--- src/rtl/router_pkg.sv ---
// Shared constants for the 1x3 router synchroniser: port addresses, timeout length and
// the one-hot decode of a latched destination address.
package router_pkg;

  localparam logic [1:0] ADDR_P0   = 2'b00;
  localparam logic [1:0] ADDR_P1   = 2'b01;
  localparam logic [1:0] ADDR_P2   = 2'b10;
  localparam logic [1:0] ADDR_NONE = 2'b11;

  localparam int unsigned TIMEOUT = 30;
  localparam int unsigned CNT_W   = 5;

  typedef logic [CNT_W-1:0] cnt_t;

  // Invalid address selects no FIFO.
  function automatic logic [2:0] addr_onehot(input logic [1:0] addr);
    logic [2:0] oh;
    oh = 3'b000;
    case (addr)
      ADDR_P0: oh = 3'b001;
      ADDR_P1: oh = 3'b010;
      ADDR_P2: oh = 3'b100;
      default: oh = 3'b000;
    endcase
    return oh;
  endfunction

endpackage

--- src/rtl/router_sync_ctrl_if.sv ---
// Signal bundle between the router FSM / output FIFOs / port readers and the synchroniser.
// The synchroniser takes the slave view; the surrounding logic takes the master view.
interface router_sync_ctrl_if;
  logic       detect_add;
  logic [1:0] data_in;
  logic       write_en_reg;
  logic       re_0, re_1, re_2;
  logic       empty_0, empty_1, empty_2;
  logic       full_0, full_1, full_2;
  logic       valid_0, valid_1, valid_2;
  logic [2:0] write_en;
  logic       fifo_full;
  logic       sft_rst_0, sft_rst_1, sft_rst_2;

  modport master (
    output detect_add, data_in, write_en_reg,
    output re_0, re_1, re_2, empty_0, empty_1, empty_2, full_0, full_1, full_2,
    input  valid_0, valid_1, valid_2, write_en, fifo_full,
    input  sft_rst_0, sft_rst_1, sft_rst_2
  );

  modport slave (
    input  detect_add, data_in, write_en_reg,
    input  re_0, re_1, re_2, empty_0, empty_1, empty_2, full_0, full_1, full_2,
    output valid_0, valid_1, valid_2, write_en, fifo_full,
    output sft_rst_0, sft_rst_1, sft_rst_2
  );
endinterface

--- src/rtl/router_sync_timer.sv ---
// Per-port unread-data watchdog: after TIMEOUT consecutive edges with data valid and not
// read, emits a one-cycle soft-reset pulse and restarts counting.
module router_sync_timer
  import router_pkg::*;
(
  input  logic clk,
  input  logic rst,
  input  logic valid,
  input  logic re,
  output logic sft_rst
);

  localparam cnt_t CntLast = cnt_t'(TIMEOUT - 1);

  cnt_t cnt_q, cnt_d;
  logic pulse_q, pulse_d;

  // Any read or empty FIFO restarts the count and kills the pulse.
  always_comb begin
    cnt_d   = '0;
    pulse_d = 1'b0;
    if (valid && !re) begin
      if (cnt_q == CntLast) begin
        pulse_d = 1'b1;
      end else begin
        cnt_d = cnt_q + cnt_t'(1);
      end
    end
  end

  always_ff @(posedge clk or negedge rst) begin
    if (!rst) begin
      cnt_q   <= '0;
      pulse_q <= 1'b0;
    end else begin
      cnt_q   <= cnt_d;
      pulse_q <= pulse_d;
    end
  end

  assign sft_rst = pulse_q;

endmodule

--- src/rtl/router_sync_ctrl.sv ---
// Router synchroniser: latches the header address, steers the FSM write strobe to the
// addressed FIFO, returns its full flag, and watches each port for stale data.
module router_sync_ctrl
  import router_pkg::*;
(
  input  logic               clk,
  input  logic               rst,
  router_sync_ctrl_if.slave  bus
);

  logic [1:0] addr_q, addr_d;
  logic [2:0] write_en;
  logic       fifo_full;
  logic       valid_0, valid_1, valid_2;
  logic       sft_rst_0, sft_rst_1, sft_rst_2;

  always_comb begin
    addr_d = addr_q;
    if (bus.detect_add) begin
      addr_d = bus.data_in;
    end
  end

  always_ff @(posedge clk or negedge rst) begin
    if (!rst) begin
      addr_q <= ADDR_P0;
    end else begin
      addr_q <= addr_d;
    end
  end

  // Muxes use the registered address, so a same-cycle header load steers from the next cycle.
  always_comb begin
    write_en  = bus.write_en_reg ? addr_onehot(addr_q) : 3'b000;
    fifo_full = 1'b0;
    case (addr_q)
      ADDR_P0: fifo_full = bus.full_0;
      ADDR_P1: fifo_full = bus.full_1;
      ADDR_P2: fifo_full = bus.full_2;
      default: fifo_full = 1'b0;
    endcase
  end

  assign valid_0 = ~bus.empty_0;
  assign valid_1 = ~bus.empty_1;
  assign valid_2 = ~bus.empty_2;

  router_sync_timer u_timer_0 (
    .clk     (clk),
    .rst     (rst),
    .valid   (valid_0),
    .re      (bus.re_0),
    .sft_rst (sft_rst_0)
  );

  router_sync_timer u_timer_1 (
    .clk     (clk),
    .rst     (rst),
    .valid   (valid_1),
    .re      (bus.re_1),
    .sft_rst (sft_rst_1)
  );

  router_sync_timer u_timer_2 (
    .clk     (clk),
    .rst     (rst),
    .valid   (valid_2),
    .re      (bus.re_2),
    .sft_rst (sft_rst_2)
  );

  assign bus.write_en  = write_en;
  assign bus.fifo_full = fifo_full;
  assign bus.valid_0   = valid_0;
  assign bus.valid_1   = valid_1;
  assign bus.valid_2   = valid_2;
  assign bus.sft_rst_0 = sft_rst_0;
  assign bus.sft_rst_1 = sft_rst_1;
  assign bus.sft_rst_2 = sft_rst_2;

endmodule

--- src/flat_wrapper.sv ---
// flat-port wrapper written by rule: the top's interface ports become plain ports
module router_sync_ctrl_flat import router_pkg::*;
  (clk, rst, bus_detect_add, bus_data_in, bus_write_en_reg, bus_re_0, bus_re_1, bus_re_2, bus_empty_0, bus_empty_1, bus_empty_2, bus_full_0, bus_full_1, bus_full_2, bus_valid_0, bus_valid_1, bus_valid_2, bus_write_en, bus_fifo_full, bus_sft_rst_0, bus_sft_rst_1, bus_sft_rst_2);
  router_sync_ctrl_if bus_i ();
  input  logic clk;
  input  logic rst;
  input wire logic [$bits(bus_i.detect_add)-1:0] bus_detect_add;
  input wire logic [$bits(bus_i.data_in)-1:0] bus_data_in;
  input wire logic [$bits(bus_i.write_en_reg)-1:0] bus_write_en_reg;
  input wire logic [$bits(bus_i.re_0)-1:0] bus_re_0;
  input wire logic [$bits(bus_i.re_1)-1:0] bus_re_1;
  input wire logic [$bits(bus_i.re_2)-1:0] bus_re_2;
  input wire logic [$bits(bus_i.empty_0)-1:0] bus_empty_0;
  input wire logic [$bits(bus_i.empty_1)-1:0] bus_empty_1;
  input wire logic [$bits(bus_i.empty_2)-1:0] bus_empty_2;
  input wire logic [$bits(bus_i.full_0)-1:0] bus_full_0;
  input wire logic [$bits(bus_i.full_1)-1:0] bus_full_1;
  input wire logic [$bits(bus_i.full_2)-1:0] bus_full_2;
  output wire logic [$bits(bus_i.valid_0)-1:0] bus_valid_0;
  output wire logic [$bits(bus_i.valid_1)-1:0] bus_valid_1;
  output wire logic [$bits(bus_i.valid_2)-1:0] bus_valid_2;
  output wire logic [$bits(bus_i.write_en)-1:0] bus_write_en;
  output wire logic [$bits(bus_i.fifo_full)-1:0] bus_fifo_full;
  output wire logic [$bits(bus_i.sft_rst_0)-1:0] bus_sft_rst_0;
  output wire logic [$bits(bus_i.sft_rst_1)-1:0] bus_sft_rst_1;
  output wire logic [$bits(bus_i.sft_rst_2)-1:0] bus_sft_rst_2;
  assign bus_i.detect_add = bus_detect_add;
  assign bus_i.data_in = bus_data_in;
  assign bus_i.write_en_reg = bus_write_en_reg;
  assign bus_i.re_0 = bus_re_0;
  assign bus_i.re_1 = bus_re_1;
  assign bus_i.re_2 = bus_re_2;
  assign bus_i.empty_0 = bus_empty_0;
  assign bus_i.empty_1 = bus_empty_1;
  assign bus_i.empty_2 = bus_empty_2;
  assign bus_i.full_0 = bus_full_0;
  assign bus_i.full_1 = bus_full_1;
  assign bus_i.full_2 = bus_full_2;
  assign bus_valid_0 = bus_i.valid_0;
  assign bus_valid_1 = bus_i.valid_1;
  assign bus_valid_2 = bus_i.valid_2;
  assign bus_write_en = bus_i.write_en;
  assign bus_fifo_full = bus_i.fifo_full;
  assign bus_sft_rst_0 = bus_i.sft_rst_0;
  assign bus_sft_rst_1 = bus_i.sft_rst_1;
  assign bus_sft_rst_2 = bus_i.sft_rst_2;
  router_sync_ctrl u_core (.clk(clk), .rst(rst), .bus(bus_i));
endmodule
--- config.mk ---
export PLATFORM = sky130hd
export DESIGN_NAME = router_sync_ctrl_flat
export DESIGN_NICKNAME = d
export VERILOG_FILES = /design/src/rtl/router_pkg.sv /design/src/rtl/router_sync_ctrl_if.sv /design/src/rtl/router_sync_timer.sv /design/src/rtl/router_sync_ctrl.sv /design/src/flat_wrapper.sv
export SDC_FILE = /design/constraint.sdc
export NUM_CORES = 1
export LEC_CHECK = 0
export CORE_ASPECT_RATIO = 1.5
export CORE_MARGIN = 4
export CORE_UTILIZATION = 45
export DETAILED_ROUTE_END_ITERATION = 16
export PLACE_DENSITY = 0.86
export SLEW_MARGIN = 40
export SYNTH_ARGS = -nofsm -noshare
export SYNTH_HDL_FRONTEND = slang
export SYNTH_SLANG_ARGS = --single-unit
--- constraint.sdc ---
create_clock -name clk -period 1.4 [get_ports clk]
set_clock_uncertainty 0.15 [all_clocks]
set_input_delay 0.14 -clock clk [delete_from_list [all_inputs] [get_ports clk]]
set_output_delay 0.14 -clock clk [all_outputs]
set_load 0.01 [all_outputs]
==> results.md, run 1 <==
* 1st-iter DRT viols at 13
* Post-route ant nets at 0
* Worst-case clock buffer depth at 2
* Reg clk slew, reported paths at 0.11 ns
* Max-slew violations at 0
* Leading area contributor after synthesis: dfrtp_1
* CP endpoint kind: primary output
* CTS Buf Count at 3
* Fmax at 656.9 MHz
* Detailed Routing Iterations Pass 1 at 2
* Slew HR at 0.8355
* Row cnt at 19
* Post-layout nets at 141
* Mapped Cells at 83
* Multi-input gate area at 370.4 sq um
* Non-Filler Instances at 140
* Crit-path slowest cell: dfrtp_2
* DR DRC count at 0
* All-Layer GR Usage at 0.1484
* Die Y at 62.42 microns
* PortBufs at 24
* Vias in the first global route at 773
* Startpoint types: flop
* Post-Syn Area at 888.4 sq um
* CP max FO at 5
* Top cell type's share of synthesized area at 0.5634
* Die area at 2763 sq um
* Hold buffers post-CTS at 0
* Fraction of layout cells with a size suffix above 1 at 0.1681
* Crit path time final at 1.522 ns
* Leakage power at 0.6099 nW
* Final setup vio count at 3
* Yosys cell types at 16
* Clock root buffer: clkbuf_4
* Synth area leaders: dfrtp_1, ha_1, nor2_1
* Syn Nets at 104
* Worst Path Arrival at 1.23 ns
* First-pass GRT wire length at 3.070 mm
* Area Overhead vs Synth at 39.30%
* Failing checks: setup timing
* CTS tree: yes
* WS Path Type: reg2out
* Clock Latency Late Sink at 0.30 ns
* Power Dens Cells at 880.1 nW/um^2
* Starting Density at 0.4791
* Drt via density at 5.021
* Worst slew pin tran at 0.2467 ns
* Antenna Cells at 0
* Dpl hpwl at 1.396 mm
* Number of sinks on the clock net at 20
* Largest net degree at the start of global routing at 21
* Placed cell count at 132
* Post-Syn Area per Cell at 10.70 sq um
* Routed WL at 1.786 mm
* WL/cell at 12.76 microns
* Worst path cell trace: buf_6 -> nand3b_1 -> o21ai_1 -> buf_2
* Placer Congestion at 0.6982
* # H-tree levels at 1
* Final core utilization at 0.6673
* Core ar. at 1854 sq um
* Synth warn at 0
* IO Count at 25
* Outcome: complete, but fails checks
* Final Cycle Share at 1.087
* Overall via count from detail_route at 703
* Crit-path max cell delay at 0.45 ns
* Grt total ovfl at 0
* Filler cells at 152
* CP delay by family, top: flip-flops
* Antenna violations before repair at 0
* Final Hold Violating Endpoints at 0
* Post-synthesis register bit count at 20
* Worst Hold Class: in2async
* Horiz. Die Dim at 44.28 microns
* Register area share after synthesis at 0.5634
* RSZ-0062 raised after global routing: true
* Leading cell types in the layout, fill and taps excluded: nor2_1, dfrtp_1, clkdlybuf4s50_1
* Crit path buffers/inverters at 2
* Reg area at 501.7 sq um
* Max_cap viols at 0
* Peak VDD IR at 0.7323 mV
* Worst Path Required at 1.11 ns
* Final worst slack at -0.1223 ns
* Final TNS setup at -0.2413 ns
-- through the flow --
stage / total power, mW / setup slack [ns] / hold slack, ns / cell area [sq um]
CTS: 1.092 / -0.1252 / 0.01679 / 1230
floorplan: 0.6608 / 0.2497 / -0.3056 / 888.4
detailed placement: 0.7638 / -0.2806 / 0.3400 / 1185
global placement: 0.7554 / -0.2406 / 0.3238 / 1185
finish: 1.089 / -0.1223 / 0.006066 / 1237
global route: 1.140 / -0.1811 / 0.03403 / 1237
-- final timing paths --
kind	start	end	slack [ns]	cells after the start
max	u_core.addr_q[0]	bus_fifo_full	-0.12	4
min	rst	u_core.u_timer_2.cnt_q[2]	0.006	2
max reg2reg	u_core.u_timer_0.cnt_q[0]	u_core.u_timer_0.cnt_q[2]	0.15	4
min reg2reg	u_core.u_timer_0.cnt_q[0]	u_core.u_timer_0.cnt_q[0]	0.36	1
max in group asynchronous	rst	u_core.addr_q[0]	0.88	2
min in group clk	bus_re_2	u_core.u_timer_2.sft_rst	0.25	2
-- sequential cells by signal, summed over array words and instances (netlist names) --
signal	count
u_core.u_timer_0.cnt_q	5
u_core.u_timer_0.sft_rst	1
u_core.addr_q	2
u_core.u_timer_1.sft_rst	1
u_core.u_timer_1.cnt_q	5
u_core.u_timer_2.cnt_q	5
u_core.u_timer_2.sft_rst	1
-- Yosys cell counts --
| library cell | number |
|---|---|
| dfrtp_1 | 20 |
| nor2_1 | 19 |
| ha_1 | 6 |
| inv_1 | 6 |
| nand3_1 | 6 |
| xor2_1 | 6 |
| nand2_1 | 4 |
| nand4_1 | 3 |
| nor3_1 | 3 |
| xnor2_1 | 3 |
| mux2_2 | 2 |
| and3b_1 | 1 |
| mux2i_1 | 1 |
| nand3b_1 | 1 |
| nor3b_1 | 1 |
| o21ai_1 | 1 |
-- report_power, final --
| group | switching [mW] | internal, mW | total, mW |
|---|---|---|---|
| registers | 0.0148 | 0.592 | 0.606 |
| logic | 0.0627 | 0.0920 | 0.155 |
| clock network | 0.169 | 0.159 | 0.328 |
| total | 0.247 | 0.842 | 1.09 |
-- logic make-up after synthesis --
| family | count (synthesis) | synth area share |
|---|---|---|
| and+or+nand+nor | 38 | 0.1958 |
| muxes | 3 | 0.03662 |
| adders and majority gates | 6 | 0.08450 |
| xor gates and xnor gates | 9 | 0.08874 |
| DFF | 20 | 0.5634 |
| AOI/OAI and AO/OA | 1 | 0.005628 |
| buffers and inverters | 6 | 0.02535 |
-- per-layer routing --
| metal | up-vias | track usage | part of all wire |
|---|---|---|---|
| li1 | 343 | - | - |
| met1 | 335 | 0.1426 | 0.35 |
| met2 | 21 | 0.2828 | 0.57 |
| met3 | 4 | 0.01729 | 0.061 |
| met4 | 0 | 0.07925 | 0.016 |
| met5 | - | 0 | 0 |
-- final cells by class --
| cell class | instances | share of cell area |
|---|---|---|
| sequential | 20 | 0.4055 |
| timing repair buffer | 32 | 0.2265 |
| clock buffer | 4 | 0.02932 |
| inverter | 6 | 0.01820 |
| tap | 21 | 0.02123 |
| multi-input combinational | 57 | 0.2993 |
-- repair_timing --
item | 4_1_cts | 5_1_grt
resized for setup | 23 | 2
endpoints found under the hold margin | 0 | 0
buffers inserted | 3 | 1
endpoints found under the setup margin | 10 | 4
Power figures use the tool's default switching activity.
==> run 2, diff against run 1 <==
--- a/config.mk
+++ b/config.mk
@@ -5,6 +5,7 @@
 export SDC_FILE = /design/constraint.sdc
 export NUM_CORES = 1
 export LEC_CHECK = 0
+export CAP_MARGIN = 0
 export CORE_ASPECT_RATIO = 1.5
 export CORE_MARGIN = 4
 export CORE_UTILIZATION = 45
==> results of run 2 <==
The final DEF is identical to that of run 1; final timing and power are the same.
